File: src/rtl/lut_cfg_pkg.sv
// Shared definitions for the LUT4AB frame configuration path: loader state
// encoding, header layout and the default column geometry that the tile
// generator also consumes.
package lut_cfg_pkg;

    // Loader sequencing states
    typedef enum logic [2:0] {
        IDLE,
        LOAD,
        SETUP,
        STROBE,
        HOLD
    } cfg_state_e;

    // Header word layout
    localparam logic [7:0] HDR_MAGIC     = 8'hA5;
    localparam int         HDR_MAGIC_MSB = 31;
    localparam int         HDR_MAGIC_LSB = 24;
    localparam int         HDR_COUNT_MSB = 15;
    localparam int         HDR_COUNT_LSB = 8;
    localparam int         HDR_START_LSB = 0;

    // Default frame geometry of one LUT4AB tile column
    localparam int DEF_FRAME_BITS_PER_ROW  = 32;
    localparam int DEF_MAX_FRAMES_PER_COL  = 20;
    localparam int DEF_FRAME_SELECT_WIDTH  = 5;
    localparam int DEF_STROBE_LEN          = 1;

    // Width of the per-frame strobe-cycle counter (StrobeLen is 1..15)
    localparam int STROBE_CNT_W = 4;

endpackage

File: src/rtl/lut_cfg_strobe_decoder.sv
// Registered one-hot decoder driving the tile's frame strobe lines. The output
// register guarantees glitch-free strobes; with enable low every line is zero.
module lut_cfg_strobe_decoder #(
    parameter int MaxFramesPerCol  = 20,
    parameter int FrameSelectWidth = 5
) (
    input  logic                        CLK,
    input  logic                        reset,
    input  logic                        enable,
    input  logic [FrameSelectWidth-1:0] cur_idx,
    output logic [MaxFramesPerCol-1:0]  frame_strobe
);

    logic [MaxFramesPerCol-1:0] onehot;

    // One compare per strobe line; an out-of-range index decodes to no line
    for (genvar g = 0; g < MaxFramesPerCol; g++) begin : g_line
        assign onehot[g] = enable && (cur_idx == FrameSelectWidth'(g));
    end

    // Register the decoded strobe so the tile sees clean edges
    always_ff @(posedge CLK) begin
        if (reset) begin
            frame_strobe <= '0;
        end else begin
            frame_strobe <= onehot;
        end
    end

endmodule

File: src/rtl/lut_frame_config_loader.sv
// Frame configuration loader for a LUT4AB tile column. Takes a header word
// (magic, frame count, start index) followed by one data word per frame and
// writes each frame with a setup / strobe / hold sequence.
module lut_frame_config_loader
    import lut_cfg_pkg::*;
#(
    parameter int FrameBitsPerRow  = DEF_FRAME_BITS_PER_ROW,
    parameter int MaxFramesPerCol  = DEF_MAX_FRAMES_PER_COL,
    parameter int FrameSelectWidth = DEF_FRAME_SELECT_WIDTH,
    parameter int StrobeLen        = DEF_STROBE_LEN
) (
    input  logic                       CLK,
    input  logic                       reset,
    input  logic [FrameBitsPerRow-1:0] s_data,
    input  logic                       s_valid,
    output logic                       s_ready,
    input  logic                       abort,
    output logic [FrameBitsPerRow-1:0] frame_data,
    output logic [MaxFramesPerCol-1:0] frame_strobe,
    output logic                       busy,
    output logic                       done,
    output logic                       err
);

    // Start + count is summed wide enough that an 8-bit count on top of the
    // largest start index can never wrap past the column size.
    localparam int CheckW = FrameSelectWidth + 9;

    cfg_state_e                  state_q, state_d;
    logic [FrameSelectWidth-1:0] cur_idx_q;
    logic [7:0]                  remaining_q;
    logic [STROBE_CNT_W-1:0]     strobe_cnt_q;
    logic [FrameBitsPerRow-1:0]  frame_data_q;
    logic                        err_q;
    logic                        done_q;

    logic [7:0]                  hdr_magic;
    logic [7:0]                  hdr_count;
    logic [FrameSelectWidth-1:0] hdr_start;
    logic [CheckW-1:0]           hdr_end;
    logic                        hdr_good;
    logic                        xfer;
    logic                        last_strobe;
    logic                        last_frame;

    // Header field extraction and legality check
    assign hdr_magic = s_data[HDR_MAGIC_MSB:HDR_MAGIC_LSB];
    assign hdr_count = s_data[HDR_COUNT_MSB:HDR_COUNT_LSB];
    assign hdr_start = s_data[HDR_START_LSB +: FrameSelectWidth];
    assign hdr_end   = CheckW'(hdr_start) + CheckW'(hdr_count);
    assign hdr_good  = (hdr_magic == HDR_MAGIC) && (hdr_count != 8'd0) &&
                       (hdr_end <= CheckW'(MaxFramesPerCol));

    // Ready is a pure function of state (plus abort/reset), never of s_valid;
    // abort blocks a same-edge LOAD transfer.
    assign s_ready = !reset && !abort && ((state_q == IDLE) || (state_q == LOAD));
    assign xfer    = s_valid && s_ready;

    assign last_strobe = (strobe_cnt_q == STROBE_CNT_W'(StrobeLen - 1));
    assign last_frame  = (remaining_q == 8'd1);

    // State register
    always_ff @(posedge CLK) begin
        if (reset) begin
            state_q <= IDLE;
        end else begin
            state_q <= state_d;
        end
    end

    // Next-state logic; abort overrides every transition out of a busy state
    always_comb begin
        state_d = state_q;
        case (state_q)
            IDLE:    if (xfer && hdr_good) state_d = LOAD;
            LOAD:    if (xfer) state_d = SETUP;
            SETUP:   state_d = STROBE;
            STROBE:  if (last_strobe) state_d = HOLD;
            HOLD:    state_d = last_frame ? IDLE : LOAD;
            default: state_d = IDLE;
        endcase
        if (abort && (state_q != IDLE)) begin
            state_d = IDLE;
        end
    end

    // Datapath: header latch, frame data capture, strobe timing, frame counters
    always_ff @(posedge CLK) begin
        if (reset) begin
            cur_idx_q    <= '0;
            remaining_q  <= '0;
            strobe_cnt_q <= '0;
            frame_data_q <= '0;
            err_q        <= 1'b0;
            done_q       <= 1'b0;
        end else begin
            done_q <= (state_q == HOLD) && last_frame && !abort;

            if ((state_q == IDLE) && xfer) begin
                if (hdr_good) begin
                    cur_idx_q   <= hdr_start;
                    remaining_q <= hdr_count;
                    err_q       <= 1'b0;
                end else begin
                    err_q <= 1'b1;
                end
            end

            // The only place frame_data changes, so it is stable SETUP..HOLD
            if ((state_q == LOAD) && xfer) begin
                frame_data_q <= s_data;
            end

            if (state_q == STROBE) begin
                strobe_cnt_q <= strobe_cnt_q + 1'b1;
            end else begin
                strobe_cnt_q <= '0;
            end

            // Advance after the hold cycle; the index is not bumped past the
            // final frame so it stays inside the column.
            if ((state_q == HOLD) && !abort) begin
                remaining_q <= remaining_q - 8'd1;
                if (!last_frame) begin
                    cur_idx_q <= cur_idx_q + 1'b1;
                end
            end
        end
    end

    // Strobe is registered from the next state, so it is high exactly while
    // the loader sits in STROBE and drops on the same edge an abort lands.
    lut_cfg_strobe_decoder #(
        .MaxFramesPerCol  (MaxFramesPerCol),
        .FrameSelectWidth (FrameSelectWidth)
    ) u_strobe_dec (
        .CLK          (CLK),
        .reset        (reset),
        .enable       (state_d == STROBE),
        .cur_idx      (cur_idx_q),
        .frame_strobe (frame_strobe)
    );

    assign frame_data = frame_data_q;
    assign busy       = (state_q != IDLE);
    assign done       = done_q;
    assign err        = err_q;

endmodule

File: config.mk
export PLATFORM = sky130hd
export DESIGN_NAME = lut_frame_config_loader
export DESIGN_NICKNAME = d
export VERILOG_FILES = /design/src/rtl/lut_cfg_pkg.sv /design/src/rtl/lut_cfg_strobe_decoder.sv /design/src/rtl/lut_frame_config_loader.sv
export SDC_FILE = /design/constraint.sdc
export NUM_CORES = 1
export LEC_CHECK = 0
export ABC_AREA = 1
export CORE_ASPECT_RATIO = 0.8
export CORE_UTILIZATION = 52
export CTS_CLUSTER_SIZE = 10
export DETAILED_ROUTE_END_ITERATION = 10
export PLACE_DENSITY = 0.82
export RECOVER_POWER = 50
export SLEW_MARGIN = 20
export SYNTH_ARGS = -nofsm -noshare
export SYNTH_HDL_FRONTEND = slang
export SYNTH_HIERARCHICAL = 1
export SYNTH_SLANG_ARGS = --single-unit
export TNS_END_PERCENT = 1
File: constraint.sdc
create_clock -name CLK -period 4.9 [get_ports CLK]
set_input_delay 0.98 -clock CLK [delete_from_list [all_inputs] [get_ports CLK]]
set_output_delay 0.98 -clock CLK [all_outputs]
set_load 0.02 [all_outputs]
==> flow_metrics.py, run 1 <==
metrics = {
    "setup_path": {
        "reg2reg_setup_slack_ps": 2230,
        "crit_family": "buffers and inverters",
        "r2r-end": "frame_data[25]",
        "slowest_stage": "dlygate4sd3_1",
        "crit_fanout": 14,
        "crit_type": "input port to output port",
        "r2r_start": "state_q[2]",
        "end_kind": "output port",
        "required_ps": 3920,
        "r2r_cells": 6,
        "crit_buf_inv": 3,
        "max_stage_delay_ps": 750,
        "arrival_ps": 2850,
        "cp-start-kind": "input port",
        "crit_path_cell_trace": "dlygate4sd3_1 -> nor2_1 -> inv_1 -> nor3_1 -> clkdlybuf4s50_1",
        "path_depth": 5,
    },
    "synthesis": {
        "synth.distinct_cells": 30,
        "synth_top_area_share_pct": 43.4,
        "syn_avg_cell_area_um2": 7.03,
        "yosys_warnings": 6,
        "synth_nets": 533,
        "synthCells": 486,
        "ys_seq_area_share_pct": 43.4,
        "synth_largest_area_cell": "dfxtp_1",
        "synthTopCellsByArea": "dfxtp_1 43%, nor2_1 11%, nand2_1 10%",
        "ys_ff_latch": 74,
        "netlist_area_um2": 3420,
    },
    "clock_tree": {
        "root_buffer": "clkbuf_8",
        "cts_tree": "yes",
        "cts_resized": 0,
        "cts_setup_buffers": 0,
        "cts.sink_count": 74,
        "cts.path.max_buffers": 2,
        "cts_buffers": 9,
        "cts_max_level": 3,
        "clkLatencyLatePin_ps": 350,
        "ctsHoldBuffers": 0,
        "clk_pin_slew_ps": 80,
    },
    "route": {
        "drcViolationCount": 0,
        "ant_nets": 0,
        "first_pass_iters": 5,
        "viasPerCell": 5.01,
        "wirelength_um": 8570,
        "drt-initial-drc-count": 196,
        "drt-wirelength-per-cell_um": 12.9,
        "vias": 3328,
    },
    "grt": {
        "antenna_found_initial": 0,
        "grt.total_usage_pct": 26.8,
        "grt_pass1_vias": 3193,
        "grt_start_max_net_pins": 41,
        "gr-total-overflow": 0,
        "grt_pass1_wl_um": 14300,
    },
    "layout": {
        "most-common-layout-cells": "105 x nor2_1, 93 x nand2_1, 74 x dfxtp_1",
        "stdcell_area_um2": 4550,
        "stdcell_count": 664,
        "layout.nets": 622,
        "drive_gt1_share_pct": 5.86,
        "synthToLayoutAreaGrowth_pct": 33.2,
        "final_common_cell": "nor2_1",
        "num_antenna_cells": 0,
    },
    "sta": {
        "hold_violations": 0,
        "setup_viol": 0,
        "slew_violations": 0,
        "fin_setup_tns_ps": 0,
        "rsz0062_at_grt": "false",
        "fmax_mhz": 261,
        "maxSlewHeadroom_pct": 21.7,
        "skew_ps": 7.93,
        "fin_ws_ps": 1070,
        "period_share_pct": 78.2,
        "tightest_slew_ps": 1170,
        "layout_min_cycle_time_ps": 3830,
    },
    "floorplanning": {
        "dieArea_um2": 6900,
        "ios": 92,
        "initial_core_util_pct": 53.6,
        "num_rows": 26,
        "coreArea_um2": 6380,
        "die_w_um": 92.6,
        "die_h_um": 74.5,
    },
    "place": {
        "dp.cells": 648,
        "port_buffers": 91,
        "gp_congestion": 0.888,
        "dp_slack_ps": 1090,
        "placed_area_um2": 4370,
        "dpl.hpwl_um": 6210,
    },
    "power_and_ir_drop": {
        "p_leak_nw": 2.20,
        "p_total_mw": 1.15,
        "ir_drop_v": 0.000152,
        "p_per_area_nw_per_um2": 252,
    },
    "outcome": {
        "status": "finished clean",
    },
    "worst_hold_path": {
        "hp-start": "strobe_cnt_q[0]",
        "min_to": "strobe_cnt_q[0]",
        "holdPathStages": 1,
        "hp-class": "flip-flop to flip-flop",
    },
    "run": {
        "maxCapViolCount": 0,
    },
}
## per-layer routing
layer,wire length [um],track usage [%],vias to the layer above
met2,3980,45.6,100
met3,691,10.5,18
li1,-,-,1714
met4,155,10.3,0
met5,0,0,-
met1,3740,31.0,1496
## cells by family after synthesis
| kind of cell | count (synthesis) | synth area share [%] |
|---|---|---|
| flops | 74 | 43.4 |
| xor+xnor | 5 | 1.28 |
| simple gates | 257 | 32.4 |
| compound gates | 69 | 10.5 |
| fa+ha+maj | 11 | 4.25 |
| buf+inv | 70 | 8.17 |
## worst max path at each step
stage,startpoint,to,slack [ps]
after global placement,reset,s_ready,1170
after global routing,reset,frame_data[25],680
after floorplan,s_data[0],u_strobe_dec/frame_strobe[10],1840
final,reset,s_ready,1070
after CTS,reset,s_ready,1100
after detailed placement,reset,s_ready,1090
## final cells by class
cell class / count / area, um2
fill: 571 / 1830
sequential: 74 / 1480
clock buffer: 11 / 151
timing repair buffer: 92 / 915
clock inverter: 5 / 37.5
multi-input combinational: 342 / 1650
inverter: 56 / 210
tap: 84 / 105
## Yosys cell counts (all sizes together)
cell,instances
nor2,111
nand2,95
dfxtp,74
inv,56
o21ai,40
nand3,33
a21oi,26
clkbuf,10
ha,10
nor3,6
buf,4
nand4,4
nand3b,3
or2,3
xor2,3
nor4,2
o211ai,2
xnor2,2
fa,1
o21bai,1
## sequential cells by signal, indices dropped and copies added, names as in the netlist
signal,cells
cur_idx_q,5
done,1
err,1
frame_data,32
remaining_q,8
state_q,3
strobe_cnt_q,4
u_strobe_dec/frame_strobe,20
## power breakdown
| group | leakage (nW) | internal, mW | switching [mW] | total (mW) |
|---|---|---|---|---|
| sequential | 0.596 | 0.601 | 0.000282 | 0.601 |
| clock | 0.0919 | 0.213 | 0.238 | 0.451 |
| combinational | 1.51 | 0.0433 | 0.0498 | 0.0931 |
## stage by stage
| stage | utilization [%] | hold WS [ps] |
|---|---|---|
| 6_report | 71.4 | 465 |
| 2_1_floorplan | - | 430 |
| 5_1_grt | 71.4 | 510 |
| 3_3_place_gp | 68.5 | 449 |
| 3_5_place_dp | 68.5 | 450 |
| 4_1_cts | 71.5 | 469 |
No activity file was read; power rests on OpenSTA's default activity.
==> run 2: changes to the inputs <==
--- a/config.mk
+++ b/config.mk
@@ -7,10 +7,10 @@
 export LEC_CHECK = 0
 export ABC_AREA = 1
 export CORE_ASPECT_RATIO = 0.8
-export CORE_UTILIZATION = 52
+export CORE_UTILIZATION = 48
 export CTS_CLUSTER_SIZE = 10
 export DETAILED_ROUTE_END_ITERATION = 10
-export PLACE_DENSITY = 0.82
+export PLACE_DENSITY = 0.76
 export RECOVER_POWER = 50
 export SLEW_MARGIN = 20
 export SYNTH_ARGS = -nofsm -noshare
==> constraint.sdc (replaced) <==
create_clock -name CLK -period 3.66 [get_ports CLK]
set_input_delay 0.732 -clock CLK [delete_from_list [all_inputs] [get_ports CLK]]
set_output_delay 0.732 -clock CLK [all_outputs]
set_load 0.02 [all_outputs]
==> run 2 against run 1 <==
  * Die area grew 8.1%
  * Global-route usage shrank 2.3 points
  * Routed wire length shrank 1.6%
  * Count of clock-buffer cells in the layout shrank 1
  * Critical path depth grew 11
  * Cell count grew 1.1%
  * Critical path type is now input port to flip-flop
==> flow_metrics.py, run 2 (synthesis gave the netlist of run 1 again) <==
metrics = {
    "outcome": {
        "status": "finished clean",
    },
    "clock_tree": {
        "ctsHoldBuffers": 0,
        "cts_setup_buffers": 0,
        "root_buffer": "clkbuf_8",
        "cts.sink_count": 74,
        "cts_max_level": 3,
        "clk_pin_slew_ps": 80,
        "cts_buffers": 9,
        "clkLatencyLatePin_ps": 350,
        "cts_resized": 0,
        "cts.path.max_buffers": 2,
        "cts_tree": "yes",
    },
    "sta": {
        "skew_ps": 8.19,
        "layout_min_cycle_time_ps": 3060,
        "fin_setup_tns_ps": 0,
        "tightest_slew_ps": 1140,
        "fmax_mhz": 326,
        "maxSlewHeadroom_pct": 24.2,
        "period_share_pct": 83.7,
        "setup_viol": 0,
        "hold_slack_ps": 485,
        "slew_violations": 0,
        "hold_violations": 0,
        "rsz0062_at_grt": "false",
    },
    "grt": {
        "antenna_found_initial": 0,
        "grt_start_max_net_pins": 38,
        "grt.total_usage_pct": 24.5,
        "gr-total-overflow": 0,
        "grt_pass1_wl_um": 14200,
        "grt_pass1_vias": 3175,
    },
    "setup_path": {
        "r2r-end": "frame_data[24]",
        "end_kind": "flip-flop",
        "crit_family": "simple AND/OR/NAND/NOR gates",
        "arrival_ps": 3350,
        "required_ps": 3950,
        "endpoint": "u_strobe_dec/frame_strobe[8]",
        "path_depth": 16,
        "cp-start-kind": "input port",
        "slowest_stage": "clkdlybuf4s50_1",
        "crit_path_cell_trace": "clkdlybuf4s50_1 -> ha_1 -> fa_1 -> nand3_1 -> nand2_1 -> nand2_1 -> nand3_1 -> nand2_1 -> nand2_1 -> inv_2 -> nand2_2 -> nand3_1 -> nand2_1 -> nor2_1 -> nand3b_4 -> nor2_1",
        "max_stage_delay_ps": 480,
        "critPathLaunch": "s_data[0]",
        "r2r_cells": 7,
        "reg2reg_setup_slack_ps": 1690,
        "crit_buf_inv": 2,
        "crit_type": "input port to flip-flop",
        "crit_fanout": 16,
        "path_common_cell": "nand2_1",
        "r2r_start": "state_q[2]",
    },
    "place": {
        "gp_congestion": 0.899,
        "placed_area_um2": 4400,
        "port_buffers": 91,
        "dpl.hpwl_um": 6240,
    },
    "layout": {
        "drive_gt1_share_pct": 6.51,
        "num_antenna_cells": 0,
        "stdcell_area_um2": 4640,
        "most-common-layout-cells": "105 x nor2_1, 92 x nand2_1, 74 x dfxtp_1",
        "synthToLayoutAreaGrowth_pct": 35.8,
        "fin_util_pct": 67.3,
        "fillers": 612,
        "final_common_cell": "nor2_1",
        "layout.nets": 626,
        "largest_reg_flops": 32,
    },
    "floorplanning": {
        "dieArea_um2": 7460,
        "die_h_um": 77.5,
        "initial_core_util_pct": 49.6,
        "coreArea_um2": 6890,
        "ios": 92,
        "num_rows": 27,
        "die_w_um": 96.3,
    },
    "route": {
        "ant_nets": 0,
        "viasPerCell": 4.96,
        "drt-wirelength-per-cell_um": 12.6,
        "wirelength_um": 8430,
        "drt-initial-drc-count": 188,
        "first_pass_iters": 5,
        "vias": 3325,
        "drcViolationCount": 0,
    },
    "worst_hold_path": {
        "hp-start": "strobe_cnt_q[0]",
        "hp-class": "flip-flop to flip-flop",
        "holdPathStages": 1,
    },
    "power_and_ir_drop": {
        "p_per_area_nw_per_um2": 365,
        "p_leak_nw": 2.23,
        "ir_drop_v": 0.000262,
    },
    "run": {
        "maxCapViolCount": 0,
    },
}
==> run 2: how the worst min path moves through the flow <==
stage	end	slack (ps)
after floorplan	strobe_cnt_q[0]	430
after global placement	strobe_cnt_q[0]	450
after detailed placement	strobe_cnt_q[3]	480
after CTS	strobe_cnt_q[3]	490
after global routing	strobe_cnt_q[0]	530
final	strobe_cnt_q[0]	480
==> run 2: per-layer routing <==
metal / share of wire [%] / vias up / track usage, %
met2: 45 / 90 / 39.6
met1: 45 / 1504 / 30.0
met4: 0.81 / 0 / 5.74
li1: - / 1723 / -
met3: 8.7 / 8 / 10.3
met5: 0 / - / 0
==> run 2: power breakdown <==
part           switching (mW)  internal, mW
clock network           0.304         0.455
logic                  0.0675        0.0584
registers            0.000317         0.805
total                   0.372          1.32
==> run 2: per-stage QoR <==
stage / setup WS (ps) / cells / power, mW
2_1_floorplan: 844 / 486 / 0.887
3_3_place_gp: 389 / 655 / 0.948
3_5_place_dp: 251 / 655 / 0.950
4_1_cts: 621 / 671 / 1.71
5_1_grt: 426 / 671 / 1.76
6_report: 596 / 671 / 1.69
==> run 2: layout make-up <==
| cell class | count | area, um2 | area share, % |
|---|---|---|---|
| clock buffers | 10 | 128 | 2.75 |
| repair buffers | 96 | 941 | 20.3 |
| inverters | 56 | 210 | 4.53 |
| multi-input cells | 342 | 1650 | 35.6 |
| flip-flops and latches | 74 | 1480 | 31.9 |
| clock inverters | 6 | 115 | 2.48 |
| well taps | 87 | 109 | 2.35 |
==> run 3: changes to the inputs <==
--- a/config.mk
+++ b/config.mk
@@ -7,10 +7,10 @@
 export LEC_CHECK = 0
 export ABC_AREA = 1
 export CORE_ASPECT_RATIO = 0.8
-export CORE_UTILIZATION = 48
+export CORE_UTILIZATION = 44
 export CTS_CLUSTER_SIZE = 10
 export DETAILED_ROUTE_END_ITERATION = 10
-export PLACE_DENSITY = 0.76
+export PLACE_DENSITY = 0.74
 export RECOVER_POWER = 50
 export SLEW_MARGIN = 20
 export SYNTH_ARGS = -nofsm -noshare
==> constraint.sdc (replaced) <==
create_clock -name CLK -period 2.7 [get_ports CLK]
set_input_delay 0.54 -clock CLK [delete_from_list [all_inputs] [get_ports CLK]]
set_output_delay 0.54 -clock CLK [all_outputs]
set_load 0.02 [all_outputs]
==> run 3 against run 2 <==
  * Die area rose by 8.9%
  * Setup slack worse by 470 ps
  * Sequential cell count is the same
  * Cell count increased by 6.3%
  * Sequential share of layout area decreased by 2.0 points
  * First-iteration DRC count up 11%
  * Non-clock buffer count grew 23
  * Hold slack worse by 18 ps
  * Critical path depth is 11 lower
  * Critical path type is now input port to output port
  * Largest power group unchanged
==> flow_metrics.py, run 3 (synthesis gave the netlist of run 1 again) <==
metrics = {
    "layout": {
        "synthToLayoutAreaGrowth_pct": 44.7,
        "most-common-layout-cells": "96 x nor2_1, 92 x nand2_1, 74 x dfxtp_1",
        "multi_input_area_um2": 1750,
        "stdcell_count": 713,
        "final_common_cell": "nor2_1",
        "layout.nets": 650,
        "ff_latch_area_um2": 1480,
        "fin_util_pct": 66.2,
        "fillers": 663,
        "largest_reg_flops": 32,
        "drive_gt1_share_pct": 12.8,
        "num_antenna_cells": 0,
    },
    "route": {
        "drt-initial-drc-count": 208,
        "first_pass_iters": 4,
        "vias": 3472,
        "drcViolationCount": 0,
        "wirelength_um": 9040,
        "drt-wirelength-per-cell_um": 12.7,
        "ant_nets": 0,
        "viasPerCell": 4.87,
    },
    "sta": {
        "period_share_pct": 95.4,
        "setup_viol": 0,
        "fin_ws_ps": 124,
        "maxSlewHeadroom_pct": 54.7,
        "hold_violations": 0,
        "tightest_slew_ps": 679,
        "layout_min_cycle_time_ps": 2580,
        "slew_violations": 0,
        "fmax_mhz": 388,
        "skew_ps": 4.74,
    },
    "floorplanning": {
        "dieArea_um2": 8120,
        "initial_core_util_pct": 45.8,
        "die_h_um": 80.8,
        "num_rows": 28,
        "ios": 92,
        "coreArea_um2": 7460,
        "die_w_um": 101,
    },
    "power_and_ir_drop": {
        "p_leak_nw": 2.38,
        "switching_power_uw": 536,
        "pwr-share-comb_pct": 9.4,
        "clock_power_share_pct": 43.0,
        "ir_drop_v": 0.000272,
        "seq_power_share_pct": 47.7,
        "swShare_pct": 23.4,
        "p_total_mw": 2.29,
        "internal_power_mw": 1.75,
        "p_per_area_nw_per_um2": 463,
    },
    "grt": {
        "grt.total_usage_pct": 23.3,
        "use_met2_pct": 39.5,
        "gr-total-overflow": 0,
        "busiest_layer": "met2",
        "grt_pass1_vias": 3330,
        "use_met1_pct": 26.9,
        "antenna_found_initial": 0,
        "grt_pass1_wl_um": 14800,
        "grt_start_max_net_pins": 38,
        "grtUsageMet3_pct": 8.86,
    },
    "clock_tree": {
        "cts_buffers": 9,
        "cts_max_level": 3,
        "clk_pin_slew_ps": 80,
        "ctsHoldBuffers": 0,
        "cts.sink_count": 74,
        "root_buffer": "clkbuf_8",
        "cts_setup_buffers": 0,
        "cts_tree": "yes",
        "cts.path.max_buffers": 2,
        "clkLatencyLatePin_ps": 350,
    },
    "setup_path": {
        "r2r-end": "u_strobe_dec/frame_strobe[4]",
        "crit_path_cell_trace": "clkdlybuf4s50_1 -> nor2_1 -> inv_1 -> nor3_1 -> clkdlybuf4s50_1",
        "reg2reg_setup_slack_ps": 780,
        "crit_buf_inv": 3,
        "r2r_cells": 11,
        "required_ps": 2160,
        "arrival_ps": 2040,
        "slowest_stage": "clkdlybuf4s50_1",
        "crit_fanout": 4,
        "r2r_start": "state_q[2]",
        "crit_family": "buffers and inverters",
        "cp-start-kind": "input port",
        "crit_type": "input port to output port",
        "end_kind": "output port",
        "path_common_cell": "clkdlybuf4s50_1",
        "max_stage_delay_ps": 630,
    },
    "place": {
        "port_buffers": 91,
        "dp.cells": 696,
        "gp_congestion": 0.889,
        "dp_slack_ps": -386,
        "dpl.hpwl_um": 6500,
    },
    "run": {
        "maxCapViolCount": 0,
    },
    "outcome": {
        "status": "finished clean",
    },
    "worst_hold_path": {
        "hp-class": "flip-flop to flip-flop",
        "holdPathStages": 1,
        "hp-start": "strobe_cnt_q[0]",
        "min_to": "strobe_cnt_q[0]",
    },
}
-- run 3: per-stage QoR --
step	cell area (um2)	hold slack (ps)	TNS, ps
after floorplan	3420	430	0
after global placement	4620	448	-5090
after detailed placement	4620	453	-8830
after CTS	4850	471	0
after global routing	4940	523	-4.33
final	4940	467	0
-- run 3: how the worst max path moves through the flow --
stage	cells after the start	slack, ps	to	from
after global placement	16	-240	u_strobe_dec/frame_strobe[9]	s_data[0]
final	5	120	s_ready	abort
after global routing	17	-4	u_strobe_dec/frame_strobe[4]	s_data[10]
after CTS	16	30	u_strobe_dec/frame_strobe[3]	s_data[0]
after detailed placement	16	-390	u_strobe_dec/frame_strobe[12]	s_data[0]
after floorplan	17	80	u_strobe_dec/frame_strobe[10]	s_data[0]
-- run 3: timing repair --
action / in CTS / in global routing
setup endpoints to repair: 7 / 24
gates resized for setup: 1 / 23
pin swaps: 1 / 10
gates cloned: 0 / 1
-- run 3: power by group through the flow --
stage               Clock (mW)  Sequential [mW]  Combinational [mW]
floorplan                    0             1.12              0.0836
global placement             0             1.12               0.202
detailed placement           0             1.12               0.206
CTS                       1.01             1.09               0.208
global route              1.06             1.09               0.235
finish                   0.984             1.09               0.214
-- run 3: metal layers --
| layer | up-vias | wire (um) |
|---|---|---|
| met5 | - | 0 |
| met4 | 0 | 127 |
| met3 | 15 | 773 |
| met2 | 115 | 4100 |
| met1 | 1572 | 4040 |
| li1 | 1770 | - |
-- run 3: final cells by class --
cell class / instances / share of cell area [%]
well taps: 105 / 2.66
clock buffers: 11 / 2.86
clock inverters: 5 / 1.72
inverters: 56 / 4.25
flip-flops and latches: 74 / 30.0
multi-input cells: 343 / 35.5
repair buffers: 119 / 23.1
